**src/rtl/rbz_spi_cmd_tx.sv**
```systemverilog
// SPI mode-0 master for the raybox-zero vec/reg slaves: one right-aligned frame
// per valid/ready handshake, shifted out MSB first with fully registered pins.
module rbz_spi_cmd_tx #(
    parameter int unsigned MAX_BITS    = 80,
    parameter int unsigned HALF_PERIOD = 2,
    parameter int unsigned CS_GAP      = 2,
    parameter int unsigned LEN_W       = $clog2(MAX_BITS + 1)
) (
    input  logic                i_clk,
    input  logic                i_reset_n,
    input  logic                i_valid,
    output logic                o_ready,
    input  logic [MAX_BITS-1:0] i_data,
    input  logic [LEN_W-1:0]    i_len,
    input  logic                i_abort,
    output logic                o_csb,
    output logic                o_sclk,
    output logic                o_mosi,
    output logic                o_busy,
    output logic                o_done,
    output logic                o_err
);

    localparam int unsigned CNT_MAX = (HALF_PERIOD > CS_GAP) ? HALF_PERIOD : CS_GAP;
    localparam int unsigned CNT_W   = (CNT_MAX > 1) ? $clog2(CNT_MAX) : 1;

    typedef enum logic [2:0] {
        S_IDLE,
        S_SETUP,
        S_HIGH,
        S_LOW,
        S_HOLD,
        S_GAP
    } state_e;

    state_e              state_q, state_d;
    logic [CNT_W-1:0]    cnt_q, cnt_d;
    logic [LEN_W-1:0]    bitcnt_q, bitcnt_d;
    logic [MAX_BITS-1:0] shreg_q, shreg_d;
    logic                csb_q, csb_d;
    logic                sclk_q, sclk_d;
    logic                mosi_q, mosi_d;
    logic                ready_q, ready_d;
    logic                busy_q, busy_d;
    logic                done_q, done_d;
    logic                err_q, err_d;

    logic                len_ok_c;
    logic [LEN_W-1:0]    shamt_c;
    logic                hp_last_c;
    logic                gap_last_c;
    logic                active_c;

    assign len_ok_c   = (i_len != '0) && (i_len <= LEN_W'(MAX_BITS));
    assign shamt_c    = LEN_W'(MAX_BITS) - i_len;
    assign hp_last_c  = (cnt_q == CNT_W'(HALF_PERIOD - 1));
    assign gap_last_c = (cnt_q == CNT_W'(CS_GAP - 1));
    assign active_c   = (state_q == S_SETUP) || (state_q == S_HIGH) ||
                        (state_q == S_LOW)   || (state_q == S_HOLD);

    // Next state, datapath and the pin values to be registered alongside it
    always_comb begin
        state_d  = state_q;
        cnt_d    = cnt_q;
        bitcnt_d = bitcnt_q;
        shreg_d  = shreg_q;
        mosi_d   = mosi_q;
        done_d   = 1'b0;
        err_d    = 1'b0;

        unique case (state_q)
            S_IDLE: begin
                if (i_valid && ready_q) begin
                    if (len_ok_c) begin
                        state_d  = S_SETUP;
                        cnt_d    = '0;
                        shreg_d  = i_data << shamt_c;
                        bitcnt_d = i_len;
                        mosi_d   = shreg_d[MAX_BITS-1];
                    end else begin
                        done_d = 1'b1;
                        err_d  = 1'b1;
                    end
                end
            end
            S_SETUP: begin
                if (hp_last_c) begin
                    state_d = S_HIGH;
                    cnt_d   = '0;
                end else begin
                    cnt_d = cnt_q + CNT_W'(1);
                end
            end
            S_HIGH: begin
                if (hp_last_c) begin
                    cnt_d    = '0;
                    bitcnt_d = bitcnt_q - LEN_W'(1);
                    if (bitcnt_q == LEN_W'(1)) begin
                        state_d = S_HOLD;
                    end else begin
                        state_d = S_LOW;
                        shreg_d = shreg_q << 1;
                        mosi_d  = shreg_d[MAX_BITS-1];
                    end
                end else begin
                    cnt_d = cnt_q + CNT_W'(1);
                end
            end
            S_LOW: begin
                if (hp_last_c) begin
                    state_d = S_HIGH;
                    cnt_d   = '0;
                end else begin
                    cnt_d = cnt_q + CNT_W'(1);
                end
            end
            S_HOLD: begin
                if (hp_last_c) begin
                    state_d = S_GAP;
                    cnt_d   = '0;
                    done_d  = 1'b1;
                end else begin
                    cnt_d = cnt_q + CNT_W'(1);
                end
            end
            S_GAP: begin
                if (gap_last_c) begin
                    state_d = S_IDLE;
                    cnt_d   = '0;
                end else begin
                    cnt_d = cnt_q + CNT_W'(1);
                end
            end
            default: begin
                state_d = S_IDLE;
                cnt_d   = '0;
            end
        endcase

        // Abort overrides every in-frame transition, including the final HIGH exit
        if (i_abort && active_c) begin
            state_d  = S_GAP;
            cnt_d    = '0;
            bitcnt_d = '0;
            done_d   = 1'b1;
            err_d    = 1'b1;
        end

        if ((state_d == S_IDLE) || (state_d == S_GAP)) begin
            mosi_d = 1'b0;
        end
        csb_d   = (state_d == S_IDLE) || (state_d == S_GAP);
        sclk_d  = (state_d == S_HIGH);
        ready_d = (state_d == S_IDLE);
        busy_d  = (state_d != S_IDLE);
    end

    always_ff @(posedge i_clk or negedge i_reset_n) begin
        if (!i_reset_n) begin
            state_q  <= S_IDLE;
            cnt_q    <= '0;
            bitcnt_q <= '0;
            shreg_q  <= '0;
            csb_q    <= 1'b1;
            sclk_q   <= 1'b0;
            mosi_q   <= 1'b0;
            ready_q  <= 1'b1;
            busy_q   <= 1'b0;
            done_q   <= 1'b0;
            err_q    <= 1'b0;
        end else begin
            state_q  <= state_d;
            cnt_q    <= cnt_d;
            bitcnt_q <= bitcnt_d;
            shreg_q  <= shreg_d;
            csb_q    <= csb_d;
            sclk_q   <= sclk_d;
            mosi_q   <= mosi_d;
            ready_q  <= ready_d;
            busy_q   <= busy_d;
            done_q   <= done_d;
            err_q    <= err_d;
        end
    end

    assign o_csb   = csb_q;
    assign o_sclk  = sclk_q;
    assign o_mosi  = mosi_q;
    assign o_ready = ready_q;
    assign o_busy  = busy_q;
    assign o_done  = done_q;
    assign o_err   = err_q;

endmodule

```
**config.mk**
```make
export PLATFORM = sky130hd
export DESIGN_NAME = rbz_spi_cmd_tx
export DESIGN_NICKNAME = d
export VERILOG_FILES = /design/src/rtl/rbz_spi_cmd_tx.sv
export SDC_FILE = /design/constraint.sdc
export NUM_CORES = 1
export LEC_CHECK = 0
export CAP_MARGIN = 20
export CORE_AREA = 3 3 178 180
export DETAILED_ROUTE_END_ITERATION = 12
export DIE_AREA = 0 0 181 183
export PLACE_DENSITY = 0.55
export SKIP_LAST_GASP = 1
export SYNTH_ARGS = -nofsm -noshare
export SYNTH_HDL_FRONTEND = slang
export SYNTH_SLANG_ARGS = --single-unit
```
**constraint.sdc**
```tcl
create_clock -name i_clk -period 3.6 [get_ports i_clk]
set_clock_uncertainty 0.15 [all_clocks]
set_input_delay 0.36 -clock i_clk [delete_from_list [all_inputs] [get_ports i_clk]]
set_output_delay 0.36 -clock i_clk [all_outputs]
set_load 0.02 [all_outputs]
```
Word-level counts from Yosys, hierarchy flattened
Index checks and enable logic that the tools add are counted.
- register bits after elaboration: 97
- output and inout bits: 7
- latch bits: 0
- logic and storage cells: 92
- input bits: 91
- bits in read-only memories: 0
- memories: 0
- RAM bits: 0
- shift-type cells: 1
- add/subtract/negate cells: 3
- equality and inequality tests: 19
- bitwise operators: 0
- multipliers: 0
- reduce and logical (&&, ||, !) cells: 20
- divide/modulo/power cells: 0
- magnitude comparators: 1
- muxes and demuxes: 37
- operators with widths (operator ; count):
    $mux W79 ; 4
    $pmux W79 S2 ; 1
    $shl A80 B7 Y80 ; 1
    $mux W7 ; 4
    $mux W3 ; 8
    $ne A3 B3 Y1 const B ; 6
    $mux W1 ; 15
    $pmux W3 S5 ; 1
    $pmux W7 S2 ; 1
    $reduce_and A5 Y1 ; 2
    $eq A3 B2 Y1 const B ; 3
    $eq A3 B3 Y1 const B ; 3
    $reduce_bool A3 Y1 ; 3
    $ne A2 B2 Y1 const B ; 4
    $eq A7 B1 Y1 const B ; 1
    $le A7 B7 Y1 const B ; 1
    $reduce_bool A7 Y1 ; 1
    $sub A7 B1 Y7 const B ; 1
    $sub A7 B7 Y7 const A ; 1
    $logic_not A3 Y1 ; 2
    $pmux W1 S2 ; 3
    $reduce_or A5 Y1 ; 1
    $logic_or A1 B1 Y1 ; 4
    $reduce_and A4 Y1 ; 1
    other kinds (7) ; 9

Logic depth before layout (Yosys ltp)
- word-level depth: 10
- depth in mapped cells: 17
- mapped depth without buffers: 8

Worst setup path before layout
Ideal clock, no wire load.
- kind: input to register
- start point: input port i_len[0]
- end point: register shreg_q[58]
- library setup time: 0.134 ns
- data required time: 3.316 ns
- path buffers: 8
- arrival time: 3.593 ns
- slack: -0.277 ns
- cell stages on the path: 16
- cells stage by stage: buf_4 -> buf_6 -> buf_6 -> buf_6 -> buf_2 -> inv_1 -> ha_1 -> buf_2 -> inv_2 -> buf_2 -> buf_2 -> mux4_2 -> mux2i_1 -> nor4_1 -> a2111oi_0 -> a21oi_1
- word-level cells in the longest chain between the ends: 5
- elaborated cells on any way between the ends: 10
- those cells by class: 1 x add/sub; 1 x order compare; 1 x eq/ne; 1 x shift; 3 x mux; 3 x reduce/logical
- RTL lines (item ; RTL line ; text):
    start: declaration ; 14 ; input logic [LEN_W-1:0] i_len,
    $sub A7 B7 Y7 ; 55 ; assign shamt_c = LEN_W'(MAX_BITS) - i_len;
    $shl A80 B7 Y80 ; 77 ; shreg_d = i_data << shamt_c;
    $mux W79 ; 74 ; if (len_ok_c) begin
    $mux W79 ; 73 ; if (i_valid && ready_q) begin
    $pmux W79 S2 ; 71 ; unique case (state_q)
    end signal: assignment ; 175 ; shreg_q <= shreg_d;
    end: declaration ; 39 ; logic [MAX_BITS-1:0] shreg_q, shreg_d;
Parallel ways exist; a longest one is shown, timed or not. The select of a mux whose other input is x is not followed.
A chain may end at the register's enable or synchronous reset.

Worst setup path in the final report
- start point: input port i_len[1]
- end point: register mosi_q (netlist: o_mosi)
- word-level cells in the longest chain between the ends: 10
- elaborated cells on any way between the ends: 22
- those cells by class: 1 x add/sub; 1 x order compare; 5 x eq/ne; 1 x shift; 8 x mux; 6 x reduce/logical
- RTL lines (item ; RTL line ; text):
    parallel branches: the longest is 10 deep, another holds $sub A7 B7 Y7 ; n/a ;
    end signal: assignment ; 178 ; mosi_q <= mosi_d;
    end: declaration ; 42 ; logic mosi_q, mosi_d;
Parallel ways; which one is timed is not known. The select of a mux whose other input is x is not followed.

==> report_table.html <==
<table>
<tr><th>Metric</th><th>Value</th></tr>
<tr><th colspan="2">Setup path</th></tr>
<tr><td>Delay of the slowest cell on the worst path</td><td>0.59 ns</td></tr>
<tr><td>Worst Path Buf+Inv</td><td>6</td></tr>
<tr><td>Data arrival time of the critical path</td><td>around 3.5 ns</td></tr>
<tr><td>Biggest fanout along the worst timing path</td><td>29</td></tr>
<tr><td>Endpoint of the lowest-slack register-to-register path</td><td>shreg_q[38]$_DFFE_PN0P_</td></tr>
<tr><td>Critical path type</td><td>primary input to register</td></tr>
<tr><td>Critical Path Sink Type</td><td>register</td></tr>
<tr><td>Kind of start point of the critical path</td><td>primary input</td></tr>
<tr><td>Depth of the worst register-to-register path</td><td>9</td></tr>
<tr><td>R2R setup slack</td><td>0.58 ns</td></tr>
<tr><td>Crit-path cells</td><td>clkdlybuf4s50_1 -&gt; inv_1 -&gt; ha_2 -&gt; buf_12 -&gt; xor2_4 -&gt; buf_12 -&gt; buf_4 -&gt; mux4_2 -&gt; mux2i_1 -&gt; mux2i_1 -&gt; a2111oi_1 -&gt; buf_4 -&gt; nor4_2</td></tr>
<tr><td>Reg2reg start</td><td>bitcnt_q[1]$_DFFE_PN0P_</td></tr>
<tr><td>Family of cells with the greatest summed delay on the critical path</td><td>buffers and inverters</td></tr>
<tr><td>Highest-delay cell along the critical path</td><td>a2111oi_1</td></tr>
<tr><td>Worst EP required</td><td>3.69 ns</td></tr>
<tr><td>Depth of the critical timing path with buffers and inverters included</td><td>13</td></tr>
<tr><th colspan="2">STA</th></tr>
<tr><td>Number of endpoints failing setup at the final stage</td><td>0</td></tr>
<tr><td>Final sum of negative setup slack</td><td>0 ns</td></tr>
<tr><td>Max Freq</td><td>just under 300 MHz</td></tr>
<tr><td>Share of the clock period used by the worst path</td><td>between 90% and 100%</td></tr>
<tr><td>Final critical delay including setup and external delays</td><td>3.45 ns</td></tr>
<tr><td>Number of failing hold endpoints at the final stage</td><td>20</td></tr>
<tr><td>Final Max Tran Viols</td><td>0</td></tr>
<tr><td>Setup repair after global routing missed its margin</td><td>no</td></tr>
<tr><td>Remaining max-slew budget at the tightest pin</td><td>a little under two fifths</td></tr>
<tr><td>Worst-case setup margin in the final layout</td><td>approximately 0.15 ns</td></tr>
<tr><td>Transition time at the pin with the least slew margin</td><td>around 0.93 ns</td></tr>
<tr><td>Final hold slack</td><td>-0.0408 ns</td></tr>
<tr><th colspan="2">Placed design</th></tr>
<tr><td>Count of placed standard cells including taps</td><td>roughly 1700</td></tr>
<tr><td>DP Worst Slack</td><td>-0.187 ns</td></tr>
<tr><td>Port Buf Inserts</td><td>between 90 and 100</td></tr>
<tr><td>Post-detailed-placement cell area</td><td>around 14000 sq um</td></tr>
<tr><td>Routability cong.</td><td>just under 1</td></tr>
<tr><td>Detailed placement HPWL</td><td>roughly 33000 microns</td></tr>
<tr><th colspan="2">Global routing</th></tr>
<tr><td>Initial antenna violation count</td><td>0</td></tr>
<tr><td>Grt met2 use</td><td>approximately two fifths</td></tr>
<tr><td>Routing usage on met1</td><td>a little over a third</td></tr>
<tr><td>First-pass GRT wire length</td><td>~66000 microns</td></tr>
<tr><td>Global routing's busiest layer</td><td>met2</td></tr>
<tr><td>GR Layer Usage met3</td><td>3.25%</td></tr>
<tr><td>Maximum number of pins on one net before global-route repair</td><td>86</td></tr>
<tr><td>Remaining Overflow, GRT</td><td>0</td></tr>
<tr><td>Global-route total usage across every layer</td><td>about a quarter</td></tr>
<tr><td>Number of global-route vias before repair</td><td>between 10000 and 15000</td></tr>
<tr><th colspan="2">Pwr</th></tr>
<tr><td>Total power after layout</td><td>6.83 mW</td></tr>
<tr><td>Internal power</td><td>4.00 mW</td></tr>
<tr><td>Worst ir drop on vdd</td><td>about 0.00021 V</td></tr>
<tr><td>Portion of total power attributed to the clock network</td><td>16.6%</td></tr>
<tr><td>Switching component of the power</td><td>roughly 2.8 mW</td></tr>
<tr><td>Fraction of power consumed by combinational cells</td><td>54.5%</td></tr>
<tr><td>Sequential Power Share</td><td>just under 30%</td></tr>
<tr><td>Pwr Density</td><td>roughly 500 nW/um^2</td></tr>
<tr><td>Leakage power summed over all cells</td><td>around 5.5 nW</td></tr>
<tr><td>Switching part of the total</td><td>between 40% and 50%</td></tr>
<tr><th colspan="2">Worst hold path</th></tr>
<tr><td>Type of the most critical hold path</td><td>primary input to async pin</td></tr>
<tr><th colspan="2">Run status</th></tr>
<tr><td>Failing checks</td><td>hold timing</td></tr>
<tr><td>Run status</td><td>complete, but fails checks</td></tr>
<tr><th colspan="2">Routing</th></tr>
<tr><td>Wire length per cell after detailed routing</td><td>approximately 24 microns</td></tr>
<tr><td>Vias per inst</td><td>between 6 and 7</td></tr>
<tr><td>Total iterations of the first detailed-routing run</td><td>5</td></tr>
<tr><td>Drt drc</td><td>0</td></tr>
<tr><td>DRC violation total after the first TritonRoute iteration</td><td>around 1100</td></tr>
<tr><td>Wire length reported by the detailed router</td><td>41900 microns</td></tr>
<tr><td>Total vias in the final route</td><td>around 11000</td></tr>
<tr><td>Residual antenna-violating net count after detailed routing</td><td>0</td></tr>
<tr><th colspan="2">Logic synthesis</th></tr>
<tr><td>Seq cells post-synth</td><td>97</td></tr>
<tr><td>Number of synthesized flops with an enable pin</td><td>0</td></tr>
<tr><td>Proportion of synthesized chip area in sequential cells</td><td>21.9%</td></tr>
<tr><td>Unique masters post-synth</td><td>just under 80</td></tr>
<tr><td>Dominant register cell in the synthesized netlist</td><td>dfrtp_1</td></tr>
<tr><td>Share of flip-flops with an asynchronous set or reset</td><td>between 90% and 100%</td></tr>
<tr><td>Gate Count Post-Synth</td><td>1187</td></tr>
<tr><td>Yosys warning total</td><td>0</td></tr>
<tr><td>Average instance area after synthesis</td><td>~9.3 sq um</td></tr>
<tr><td>Post-synthesis cell area</td><td>between 10000 and 15000 sq um</td></tr>
<tr><td>Nets in the synthesized netlist</td><td>roughly 1300</td></tr>
<tr><th colspan="2">Clock network</th></tr>
<tr><td>Buffers inserted by post-CTS timing repair</td><td>0</td></tr>
<tr><td>Clock buffer depth</td><td>2</td></tr>
<tr><td>CTS tree</td><td>built</td></tr>
<tr><td>Clock tree sinks</td><td>97</td></tr>
<tr><td>Worst-skew pair later-pin latency</td><td>0.36 ns</td></tr>
<tr><td>Number of gates resized after CTS</td><td>0</td></tr>
<tr><td>Reg clk slew, reported paths</td><td>around 0.070 ns</td></tr>
<tr><td>Num CTS Buffers</td><td>9</td></tr>
<tr><td># H-tree levels</td><td>3</td></tr>
<tr><td>Hold-fix buffers, CTS</td><td>0</td></tr>
<tr><td>Buffer cell driving the clock tree root</td><td>clkbuf_16</td></tr>
<tr><th colspan="2">Die</th></tr>
<tr><td>Starting density of the core</td><td>a little over a third</td></tr>
<tr><td>Die Footprint</td><td>approximately 33000 sq um</td></tr>
<tr><td>Boundary pin count</td><td>98</td></tr>
<tr><td>Number of standard-cell rows in the floorplan</td><td>64</td></tr>
<tr><td>Area of the core</td><td>30300 sq um</td></tr>
<tr><td>Height of the die</td><td>roughly 180 microns</td></tr>
<tr><td>Die X-Extent</td><td>181 microns</td></tr>
<tr><th colspan="2">Layout</th></tr>
<tr><td>Final design instance area without fill</td><td>approximately 14000 sq um</td></tr>
<tr><td># nets final</td><td>1438</td></tr>
<tr><td>Post-route insts no fill</td><td>~1700</td></tr>
<tr><td>P&amp;R area growth vs syn</td><td>25.5%</td></tr>
<tr><td>Final core utilization</td><td>a little under half</td></tr>
<tr><td>Fraction of layout instances using a drive strength above 1</td><td>~28%</td></tr>
<tr><th colspan="2">Run</th></tr>
<tr><td>Max Cap Violations</td><td>0</td></tr>
</table>
[power groups by stage]
| stage | logic, mW | clock network (mW) | registers (mW) |
|---|---|---|---|
| 4_1_cts | 3.69 | 1.15 | 1.97 |
| 3_3_place_gp | 3.65 | 0 | 1.97 |
| 2_1_floorplan | 2.30 | 0 | 1.86 |
| 6_report | 3.72 | 1.13 | 1.98 |
| 5_1_grt | 4.05 | 1.20 | 2.05 |
| 3_5_place_dp | 3.68 | 0 | 1.98 |
[area by class of cell]
type                    count  area (sq um)
fillers                  2949         16400
inverters                  16          61.3
well taps                 396           495
clock inverters             6           114
multi-input cells         954          8080
flip-flops and latches     97          2430
clock buffers              10           229
repair buffers            266          2500
diodes                      1          2.50
[synth_stat cells (16+ instances only)]
| library cell | n | share of area (%) |
|---|---|---|
| a2111oi_0 | 16 | 1.3 |
| a211oi_1 | 40 | 2.7 |
| a21oi_1 | 49 | 2.2 |
| a221oi_1 | 37 | 2.9 |
| buf_2 | 27 | 1.2 |
| clkbuf_1 | 58 | 2.0 |
| dfrtp_1 | 95 | 21 |
| mux2_2 | 71 | 7.2 |
| mux2i_1 | 127 | 11 |
| mux4_2 | 92 | 19 |
| nand2_1 | 69 | 2.3 |
| nand3_1 | 23 | 1.0 |
| nor2_1 | 162 | 5.5 |
| nor3_1 | 60 | 2.7 |
| o21ai_0 | 46 | 2.1 |
[cell usage in the layout, fill, tap and decap left out, drive strengths merged, types with 23 or more instances in the layout]
| cell type | instances |
|---|---|
| a211oi | 40 |
| a21oi | 50 |
| a221oi | 37 |
| buf | 171 |
| clkdlybuf4s50 | 95 |
| dfrtp | 95 |
| mux2 | 73 |
| mux2i | 127 |
| mux4 | 92 |
| nand2 | 69 |
| nand3 | 23 |
| nor2 | 162 |
| nor3 | 61 |
| o21ai | 47 |
[cells by family after synthesis]
group	after synthesis	synth area share, %
DFF	97	21.9
buffers and inverters	136	6.27
and+or+nand+nor	381	15.7
AOI/OAI and AO/OA	266	16.9
muxes	292	37.6
adders and majority gates	3	0.339
xor gates and xnor gates	12	1.22
[routing by layer]
metal | wire length, microns | share of wire [%] | up-vias
li1 | - | - | 4928
met1 | 18800 | 45 | 5440
met2 | 18800 | 45 | 448
met3 | 2610 | 6.2 | 86
met4 | 1610 | 3.8 | 0
met5 | 0 | 0 | -
[state kept, by name, summed over array words and instances (netlist names)]
signal    flops
o_mosi        1
cnt_q         1
state_q       3
o_sclk        1
o_ready       1
shreg_q      79
bitcnt_q      7
o_csb         1
o_done        1
o_err         1
o_busy        1
[worst max-delay path by stage]
stage                     slack, ns                      end  startpoint
after floorplan              -0.009  shreg_q[58]$_DFFE_PN0P_    i_len[0]
after global placement        -0.15  shreg_q[72]$_DFFE_PN0P_    i_len[1]
after detailed placement      -0.19       o_mosi$_DFFE_PN0P_    i_len[1]
after CTS                      0.18       o_mosi$_DFFE_PN0P_    i_len[1]
after global routing           0.02  shreg_q[63]$_DFFE_PN0P_    i_len[1]
final                          0.15       o_mosi$_DFFE_PN0P_    i_len[1]
No activity file was read; power rests on OpenSTA's default activity.
